File: src/rtl/clic_preempt.sv
// ---------------------------------------------------------------------------
// clic_preempt
//
// Purpose:
//   Small core-local interrupt controller with priority-based preemption.
//   Every source has a configurable priority and enable bit, plus a pending
//   bit. A pending bit is set by a rising edge on the source's irq line or by
//   a software pend strobe. The highest-priority enabled pending source whose
//   priority is strictly above the running handler's priority is presented
//   to the core. When the core takes it, the old threshold is pushed on a
//   small nesting stack. A return pops the stack back into the threshold.
//   Source index 2**NR_INDEX_BITS-1 is reserved and is never presented.
//
// Ports:
//   clk           single clock, all state changes on the rising edge
//   reset         synchronous, active-high reset
//   cfg_we        configuration write strobe
//   cfg_idx       source being configured
//   cfg_prio      priority written to cfg_idx
//   cfg_enable    enable written to cfg_idx
//   irq_in        per-source interrupt lines (rising-edge sensitive)
//   sw_pend_we    software pend strobe
//   sw_pend_idx   source pended by software
//   take          core accepts the presented interrupt
//   ret           core returns from the current handler
//   is_interrupt  an interrupt is presented
//   index         presented source (0 when nothing is presented)
//   prio          priority of the presented source (0 when nothing presented)
//   threshold     priority of the running handler, 0 means thread mode
//   level         current nesting depth
// ---------------------------------------------------------------------------
module clic_preempt #(
    parameter int NR_INDEX_BITS = 4,
    parameter int NR_PRIO_BITS  = 3,
    parameter int STACK_DEPTH   = 4
) (
    input  logic                             clk,
    input  logic                             reset,
    input  logic                             cfg_we,
    input  logic [NR_INDEX_BITS-1:0]         cfg_idx,
    input  logic [NR_PRIO_BITS-1:0]          cfg_prio,
    input  logic                             cfg_enable,
    input  logic [(2**NR_INDEX_BITS)-1:0]    irq_in,
    input  logic                             sw_pend_we,
    input  logic [NR_INDEX_BITS-1:0]         sw_pend_idx,
    input  logic                             take,
    input  logic                             ret,
    output logic                             is_interrupt,
    output logic [NR_INDEX_BITS-1:0]         index,
    output logic [NR_PRIO_BITS-1:0]          prio,
    output logic [NR_PRIO_BITS-1:0]          threshold,
    output logic [$clog2(STACK_DEPTH+1)-1:0] level
);

    localparam int NrSrc  = 2**NR_INDEX_BITS;
    localparam int LevelW = $clog2(STACK_DEPTH+1);

    // Per-source state
    logic [NR_PRIO_BITS-1:0] prio_q [NrSrc];
    logic [NR_PRIO_BITS-1:0] prio_d [NrSrc];
    logic [NrSrc-1:0]        enable_q, enable_d;
    logic [NrSrc-1:0]        pending_q, pending_d;
    logic [NrSrc-1:0]        irqPrev_q, irqPrev_d;

    // Nesting state; stack entry 0 is always the most recently pushed one
    logic [NR_PRIO_BITS-1:0] stack_q [STACK_DEPTH];
    logic [NR_PRIO_BITS-1:0] stack_d [STACK_DEPTH];
    logic [NR_PRIO_BITS-1:0] threshold_q, threshold_d;
    logic [LevelW-1:0]       level_q, level_d;

    // Arbitration results
    logic                     bestFound;
    logic [NR_INDEX_BITS-1:0] bestIdx;
    logic [NR_PRIO_BITS-1:0]  bestPrio;
    logic                     stackFull;

    // Control decisions for this edge
    logic                     accept;
    logic                     popOk;
    logic [NrSrc-1:0]         pendEvent;
    logic [NrSrc-1:0]         swMask;

    // Arbitration: scan upward and use >= so an equal priority found at a
    // higher index replaces the earlier one, giving ties to the highest index.
    // The loop stops one short of the top index, which is reserved.
    always_comb begin
        bestFound = 1'b0;
        bestIdx   = '0;
        bestPrio  = '0;
        for (int i = 0; i < NrSrc - 1; i++) begin
            if (pending_q[i] && enable_q[i] && (prio_q[i] > threshold_q)) begin
                if (!bestFound || (prio_q[i] >= bestPrio)) begin
                    bestFound = 1'b1;
                    bestIdx   = NR_INDEX_BITS'(i);
                    bestPrio  = prio_q[i];
                end
            end
        end
    end

    // Presentation is suppressed while the nesting stack is full so the core
    // can never be asked to push beyond the stack's capacity.
    always_comb begin
        stackFull    = (level_q == LevelW'(STACK_DEPTH));
        is_interrupt = bestFound && !stackFull;
        index        = is_interrupt ? bestIdx  : '0;
        prio         = is_interrupt ? bestPrio : '0;
        threshold    = threshold_q;
        level        = level_q;
    end

    // Next-state logic. Take wins over ret; a take without a presented
    // interrupt does nothing. New pend events are OR-ed in after the take
    // clears its source, so a fresh edge on the taken source stays pending.
    always_comb begin
        accept    = take && is_interrupt;
        popOk     = ret && !take && (level_q != '0);
        swMask    = sw_pend_we ? (NrSrc'(1) << sw_pend_idx) : '0;
        pendEvent = (irq_in & ~irqPrev_q) | swMask;

        prio_d      = prio_q;
        enable_d    = enable_q;
        pending_d   = pending_q;
        irqPrev_d   = irq_in;
        stack_d     = stack_q;
        threshold_d = threshold_q;
        level_d     = level_q;

        if (cfg_we) begin
            prio_d[cfg_idx]   = cfg_prio;
            enable_d[cfg_idx] = cfg_enable;
        end

        if (accept) begin
            pending_d[bestIdx] = 1'b0;
        end
        pending_d = pending_d | pendEvent;

        // The threshold copies the priority seen at take time, so later
        // reconfiguration of the running source leaves it untouched.
        if (accept) begin
            stack_d[0] = threshold_q;
            for (int k = 1; k < STACK_DEPTH; k++) begin
                stack_d[k] = stack_q[k-1];
            end
            threshold_d = bestPrio;
            level_d     = level_q + LevelW'(1);
        end else if (popOk) begin
            threshold_d = stack_q[0];
            for (int k = 0; k < STACK_DEPTH - 1; k++) begin
                stack_d[k] = stack_q[k+1];
            end
            stack_d[STACK_DEPTH-1] = '0;
            level_d = level_q - LevelW'(1);
        end
    end

    // State registers with synchronous reset that overrides every other
    // request, including in the middle of nested handlers.
    always_ff @(posedge clk) begin
        if (reset) begin
            for (int i = 0; i < NrSrc; i++) begin
                prio_q[i] <= '0;
            end
            enable_q  <= '0;
            pending_q <= '0;
            irqPrev_q <= '0;
            for (int k = 0; k < STACK_DEPTH; k++) begin
                stack_q[k] <= '0;
            end
            threshold_q <= '0;
            level_q     <= '0;
        end else begin
            prio_q      <= prio_d;
            enable_q    <= enable_d;
            pending_q   <= pending_d;
            irqPrev_q   <= irqPrev_d;
            stack_q     <= stack_d;
            threshold_q <= threshold_d;
            level_q     <= level_d;
        end
    end

`ifndef SYNTHESIS
    // Protocol checks on the core handshake; they only warn because the
    // hardware tolerates both cases by ignoring the request.
    always @(posedge clk) begin
        if (!reset) begin
            assert (!(ret && !take && (level_q == '0)))
                else $warning("clic_preempt: ret with no active handler");
            assert (!(take && !is_interrupt))
                else $warning("clic_preempt: take with no presented interrupt");
        end
    end
`endif

endmodule

File: config.mk
export PLATFORM = sky130hd
export DESIGN_NAME = clic_preempt
export DESIGN_NICKNAME = d
export VERILOG_FILES = /design/src/rtl/clic_preempt.sv
export SDC_FILE = /design/constraint.sdc
export NUM_CORES = 1
export LEC_CHECK = 0
export BUFFER_PORTS_ARGS = -buffer_cell sky130_fd_sc_hd__buf_4
export CORE_MARGIN = 3
export CORE_UTILIZATION = 64
export CTS_BUF_LIST = sky130_fd_sc_hd__clkbuf_4
export DETAILED_ROUTE_END_ITERATION = 7
export GPL_TIMING_DRIVEN = 0
export PLACE_DENSITY = 0.87
export SETUP_SLACK_MARGIN = 0.1
export SLEW_MARGIN = 20
export SYNTH_ARGS = -nofsm -noshare
export SYNTH_HDL_FRONTEND = slang
export SYNTH_SLANG_ARGS = --single-unit
export TNS_END_PERCENT = 20
File: constraint.sdc
create_clock -name clk -period 30.1 [get_ports clk]
set_input_delay 7.525 -clock clk [delete_from_list [all_inputs] [get_ports clk]]
set_output_delay 7.525 -clock clk [all_outputs]
set_load 0.05 [all_outputs]
Word-level counts from Yosys, hierarchy flattened
Index checks and enable logic that the tools add are counted.

Logic and storage cells: 244. Register bits after elaboration: 114. Input port bits: 34. Output and inout port bits: 14.

Multiplexer cells: 104. Shift operators: 1. $lt $le $gt $ge: 35. Add/sub/neg operators: 2. Bitwise operators: 7. Reduce and logical (&&, ||, !) cells: 69. Eq/ne operators: 1.

Operator list (count): 4-bit 2-to-1 mux (27); 3-bit 2-to-1 mux (35); 48-bit bitwise mux (1); 3-bit > comparator (15); 3-bit greater-or-equal comparator (14); 1-bit logical AND (37); 1-bit 2-to-1 mux (33); 16-bit bitwise AND (2); 16-bit 2-to-1 mux (2); 16-bit inverter (2); 16-bit OR (2); 12-bit 2-to-1 mux (2); 16-bit bitwise mux (1); 1-bit zero test (16); 1-bit by 4-bit << shifter with 16-bit output (first input constant) (1); 1-bit logical OR (14); 3-bit demux with 4-bit select (1); 4-bit by 5-bit < comparator with 1-bit output (second input constant) (2); 1-bit demux with 4-bit select (2); 4-bit by 1-bit greater-or-equal comparator with 1-bit output (second input constant) (2); 5-bit greater-or-equal comparator (second input constant) (1); 5-bit by 1-bit < comparator with 1-bit output (second input constant) (1); 4-bit inverter with 5-bit output (1); 3-bit by 1-bit adder with 3-bit output (second input constant) (1); other kinds (4) (4).

Depth between registers and ports, before layout
Depth in word-level cells: 67. Mapped depth: 111. Mapped depth without buffers: 108.

Least setup slack after synthesis
Ideal clock, no wire load.

Kind: register to output. Start: register threshold_q[2], in the netlist threshold[2]. End: output prio[2]. Path slack: 1125 ps. Required time: 22575 ps. Data arrival time: 21450 ps. Buffers on the path: 3. Cell stages (with the launch flop): 104. Cells stage by stage: dfxtp_1 > inv_1 > ha_1 > or2_1 > o211ai_2 > nor2_1 > ha_1 > nand2b_1 > a21o_1 > a211oi_2 > nor2_1 > a22o_1 > ha_1 > nand2b_1 > a21o_1 > a21o_1 > o21a_1 > inv_1 > (+68 left out) > mux2_2 > ha_1 > a31oi_1 > a31oi_1 > nand2_1 > o21bai_1 > a41o_1 > nor2b_2 > buf_2 > nand3_1 > and3_1 > ha_1 > nand2b_1 > a21oi_1 > nor2b_1 > o31ai_1 > nand2_1 > o21ai_0.

Word-level cells in the longest chain between the ends: 61. Elaborated cells on any way between the ends: 132. Classes of those cells: order compare: 29; mux: 59; reduce/logical: 44.

RTL lines: start: declaration (line 68) `logic [NR_PRIO_BITS-1:0] threshold_q, threshold_d;`; start signal: assignment (line 179) `threshold_q <= threshold_d;`; 3-bit > comparator (line 91) `if (pending_q[i] && enable_q[i] && (prio_q[i] > threshold_q)) begin`; 1-bit logical AND (line 91); 3-bit 2-to-1 mux / 1-bit 2-to-1 mux (equally long branches) (line 91); 3-bit greater-or-equal comparator / 1-bit zero test (equally long branches) (line 92) `if (!bestFound || (prio_q[i] >= bestPrio)) begin`; 1-bit logical OR (line 92); 3-bit 2-to-1 mux / 1-bit 2-to-1 mux (equally long branches) (line 92); 3-bit 2-to-1 mux / 1-bit 2-to-1 mux (equally long branches) (line 91); 3-bit greater-or-equal comparator / 1-bit zero test (equally long branches) (line 92); (+45 left out); 3-bit 2-to-1 mux / 1-bit 2-to-1 mux (equally long branches) (line 92); 3-bit 2-to-1 mux / 1-bit 2-to-1 mux (equally long branches) (line 91); 3-bit greater-or-equal comparator / 1-bit zero test (equally long branches) (line 92); 1-bit logical OR (line 92); 1-bit 2-to-1 mux (line 92); 1-bit 2-to-1 mux (line 91); 1-bit logical AND (line 105) `is_interrupt = bestFound && !stackFull;`; 3-bit 2-to-1 mux * (line 107) `prio = is_interrupt ? bestPrio : '0;`; end: declaration (line 50) `output logic [NR_PRIO_BITS-1:0] prio,`.

Mark *: on every way between the ends. The rest lies on a longest branch, timed or not.

Final worst setup path
Start: register threshold_q[1], in the netlist threshold[1]. End: output prio[2].

Same word-level chain as after synthesis.

==> impl_results.md <==
- Status: complete, no violations
- CP Capture Type: output pin
- # rows: 38
- Metal3 WL: 1700 um
- Final Max Slew Viols: 0
- Net count after synthesis: 998
- Slowest stage delay, CP: 0.43 ns
- Die area: 12,900 um^2
- Fillers: 811
- Crit. Startpoint: threshold[1]$_SDFFE_PP0P_
- Worst Path Max Fanout: 10
- Cell mode on critical path: ha_1
- Pin count of the biggest net entering global routing: 21
- Cell accounting for the most synthesized area: dfxtp_1
- Fin crit share: 96.1%
- Worst Skew: 0.0175 ns
- Initial drt markers: 648
- Vias in the first global route: 6,665
- Power, Total: 0.000257 W
- Slew HR: 33.8%
- Synth area leaders: dfxtp_1 29%, ha_1 14%, mux2i_1 8.1%
- Max cap viols: 0
- Worst skew pair latency: 0.51 ns
- Slowest CP cell: a221o_1
- Number of synthesized flops with an enable pin: 0
- Port-buffer cells: 45
- Gpl congestion: 0.932
- Int Power: 0.000184 W
- DP HPWL: 15,200 um
- Seq/Total Area, Yosys: 29.3%
- Total core area: 11,100 um^2
- Met1 WL: 8390 um
- Share of cells above drive strength 1: 13.3%
- Pre-CTS setup slack: -0.902 ns
- Ys flop type: dfxtp_1
- First-pass GRT wire length: 33,100 um
- Maximum vdd ir drop: 0.0276 mV
- H-tree levels: 3
- Hold Vio Cnt, Final: 0
- Clock-pin slew on the worst setup and hold paths: 0.18 ns
- ANT nets after route: 0
- Sequential power share: 58.2%
- Final #Nets: 1,065
- WS Path Type: register to output pin
- Worst-Margin Slew: 0.987 ns
- Post-synth cell types: 78
- Hold slack final: 0.481 ns
- Critical Path RT: 22.58 ns
- CP Data Arrival Time: 21.40 ns
- Unrepaired setup endpoints after global routing: false
- Fin crit period: 28.92 ns
- HP Start: enable_q[0]$_SDFFE_PP0P_
- Clock tree sinks: 108
- Layout Area Growth over Synthesis: 11.7%
- Ant. Diodes: 0
- Detailed Route WL: 20,600 um
- Cell leakage power: 3.35 nW
- Total gr overflow: 0
- Storage cell area: 2170 um^2
- Asr flop ratio synth: 0%
- All-Layer GR Usage: 32.0%
- DRC: 0
- YS warnings: 0
- Combinational Power Share: 9.4%
- Top Metal Used: met4
- Via-to-Cell Ratio: 6.39
- Launch point of the worst reg-to-reg path: threshold[1]$_SDFFE_PP0P_
- CTS tree: built
- Synth top area share: 29.3%
- Final worst setup slack: 1.18 ns
- Syn Std Cell Area: 7380 um^2
- Net Sw Power: 0.0000734 W
- Initial antenna violation count: 0
- Sw frac: 28.5%
- Worst hold path type: register to register
- Clock power frac: 32.5%
- Fin util: 74.5%
- Mapped Cells: 882
- CTS root buffer: clkbuf_4
- Startpoint types: register
- Placed inst area: 7900 um^2
- Area of the multi-input gates: 4990 um^2
- Post-route cell area: 8250 um^2
- Vias: 6,988
- DIE WIDTH: 113 um
- Met2 Wirelength: 9780 um
- Yosys reg bits: 108
- Hold Buf Count CTS: 0
- Die H: 113 um
- CTS Buf Count: 9
- Io pins: 48
- F_max: 0.0346 GHz
- Initial Util: 66.6%
- Final setup fails: 0
- DR pass1 iterations: 6
- Clock Tree Buf Depth: 2
- Syn_area_per_cell: 8.37 um^2
- WL/cell: 18.9 um
- P per Cell Area: 31.2 nW/um^2
-- worst max-delay path: cells and delay by family (launching register included) --
family	cells	cell delay, ns
simple gates	36	4.93
compound gates	41	8.02
flops	1	0.41
fa+ha+maj	15	4.04
mux	6	2.22
buf+inv	7	1.21
-- cell usage in the layout (no fill, tap or decap), types with 24 or more instances in the layout --
master	count
nor2_1	113
nor2b_1	33
buf_4	56
a21oi_1	56
mux2i_1	60
nand2_1	51
nand3_1	24
ha_1	81
inv_1	54
dfxtp_1	105
nand2b_1	26
-- power by group through the flow --
stage          combinational (W)   clock, W  sequential, W
2_1_floorplan          0.0000138          0       0.000152
3_3_place_gp           0.0000226          0       0.000153
3_5_place_dp           0.0000232          0       0.000153
4_1_cts                0.0000235  0.0000835       0.000150
5_1_grt                0.0000265  0.0000891       0.000150
6_report               0.0000241  0.0000835       0.000150
-- state kept, by name, indices dropped and copies added, names as in the netlist --
name,cells
enable_q,15
irqPrev_q,15
level,3
pending_q,15
prio_q,45
stack_q,12
threshold,3
-- synthesized netlist by cell type, types with 5 or more instances --
cell      number
mux2i_1       60
nand2b_1      26
nand3b_1       9
a21o_1        14
and2_1         7
nand2_1       52
a21oi_1       62
nand3_1       24
o21ai_0       23
nor2_1       114
nor3b_1        5
a211oi_1       6
ha_1          81
nand4_1        7
o22ai_1        6
inv_1         56
nor3_1        16
dfxtp_1      108
clkbuf_1      23
nor2b_1       34
o21a_1        11
mux2_2         8
a22oi_1       15
o31ai_1        8
and3_1         5
a31oi_1        8
-- stage by stage --
stage          instances  TNS (ns)
2_1_floorplan        882         0
3_3_place_gp        1067     -2.69
3_5_place_dp        1067     -5.07
4_1_cts             1088         0
5_1_grt             1094         0
6_report            1094         0
-- layout make-up --
class,count,area share [%]
inverters,56,2.64
repair buffers,56,5.10
plain buffers,28,1.36
well taps,140,2.12
clock buffers,9,0.819
clock inverters,7,1.11
flip-flops and latches,108,26.3
multi-input cells,690,60.5
-- kinds of logic (layout without fill, tap and decap cells) --
group / count (synthesis) / after routing / synth area share, %
and+or+nand+nor: 317 / 317 / 21.5
AOI/OAI and AO/OA: 220 / 220 / 21.1
DFF: 108 / 108 / 29.3
buffers and inverters: 84 / 156 / 4.34
adders and majority gates: 82 / 82 / 14.0
muxes: 69 / 69 / 9.56
xor gates and xnor gates: 2 / 2 / 0.237
-- worst paths after layout --
kind	end	slack [ns]	depth (start not counted)
max reg2reg	pending_q[0]$_SDFF_PP0_	8.57	106
max	prio[2]	1.18	105
min	enable_q[0]$_SDFFE_PP0P_	0.48	2
min reg2reg	enable_q[0]$_SDFFE_PP0P_	0.48	2
-- layer usage --
metal / GRT usage [%] / vias up
met4: 13.9 / 0
met1: 40.6 / 3241
met2: 53.8 / 319
li1: - / 3360
met5: 0 / -
met3: 5.31 / 68
-- repair_timing --
action,CTS,global route
pin swaps,1,6
setup endpoints to repair,7,7
gates resized for setup,9,22
buffers inserted,5,6
Note: power is estimated with default switching activity, not from simulation.
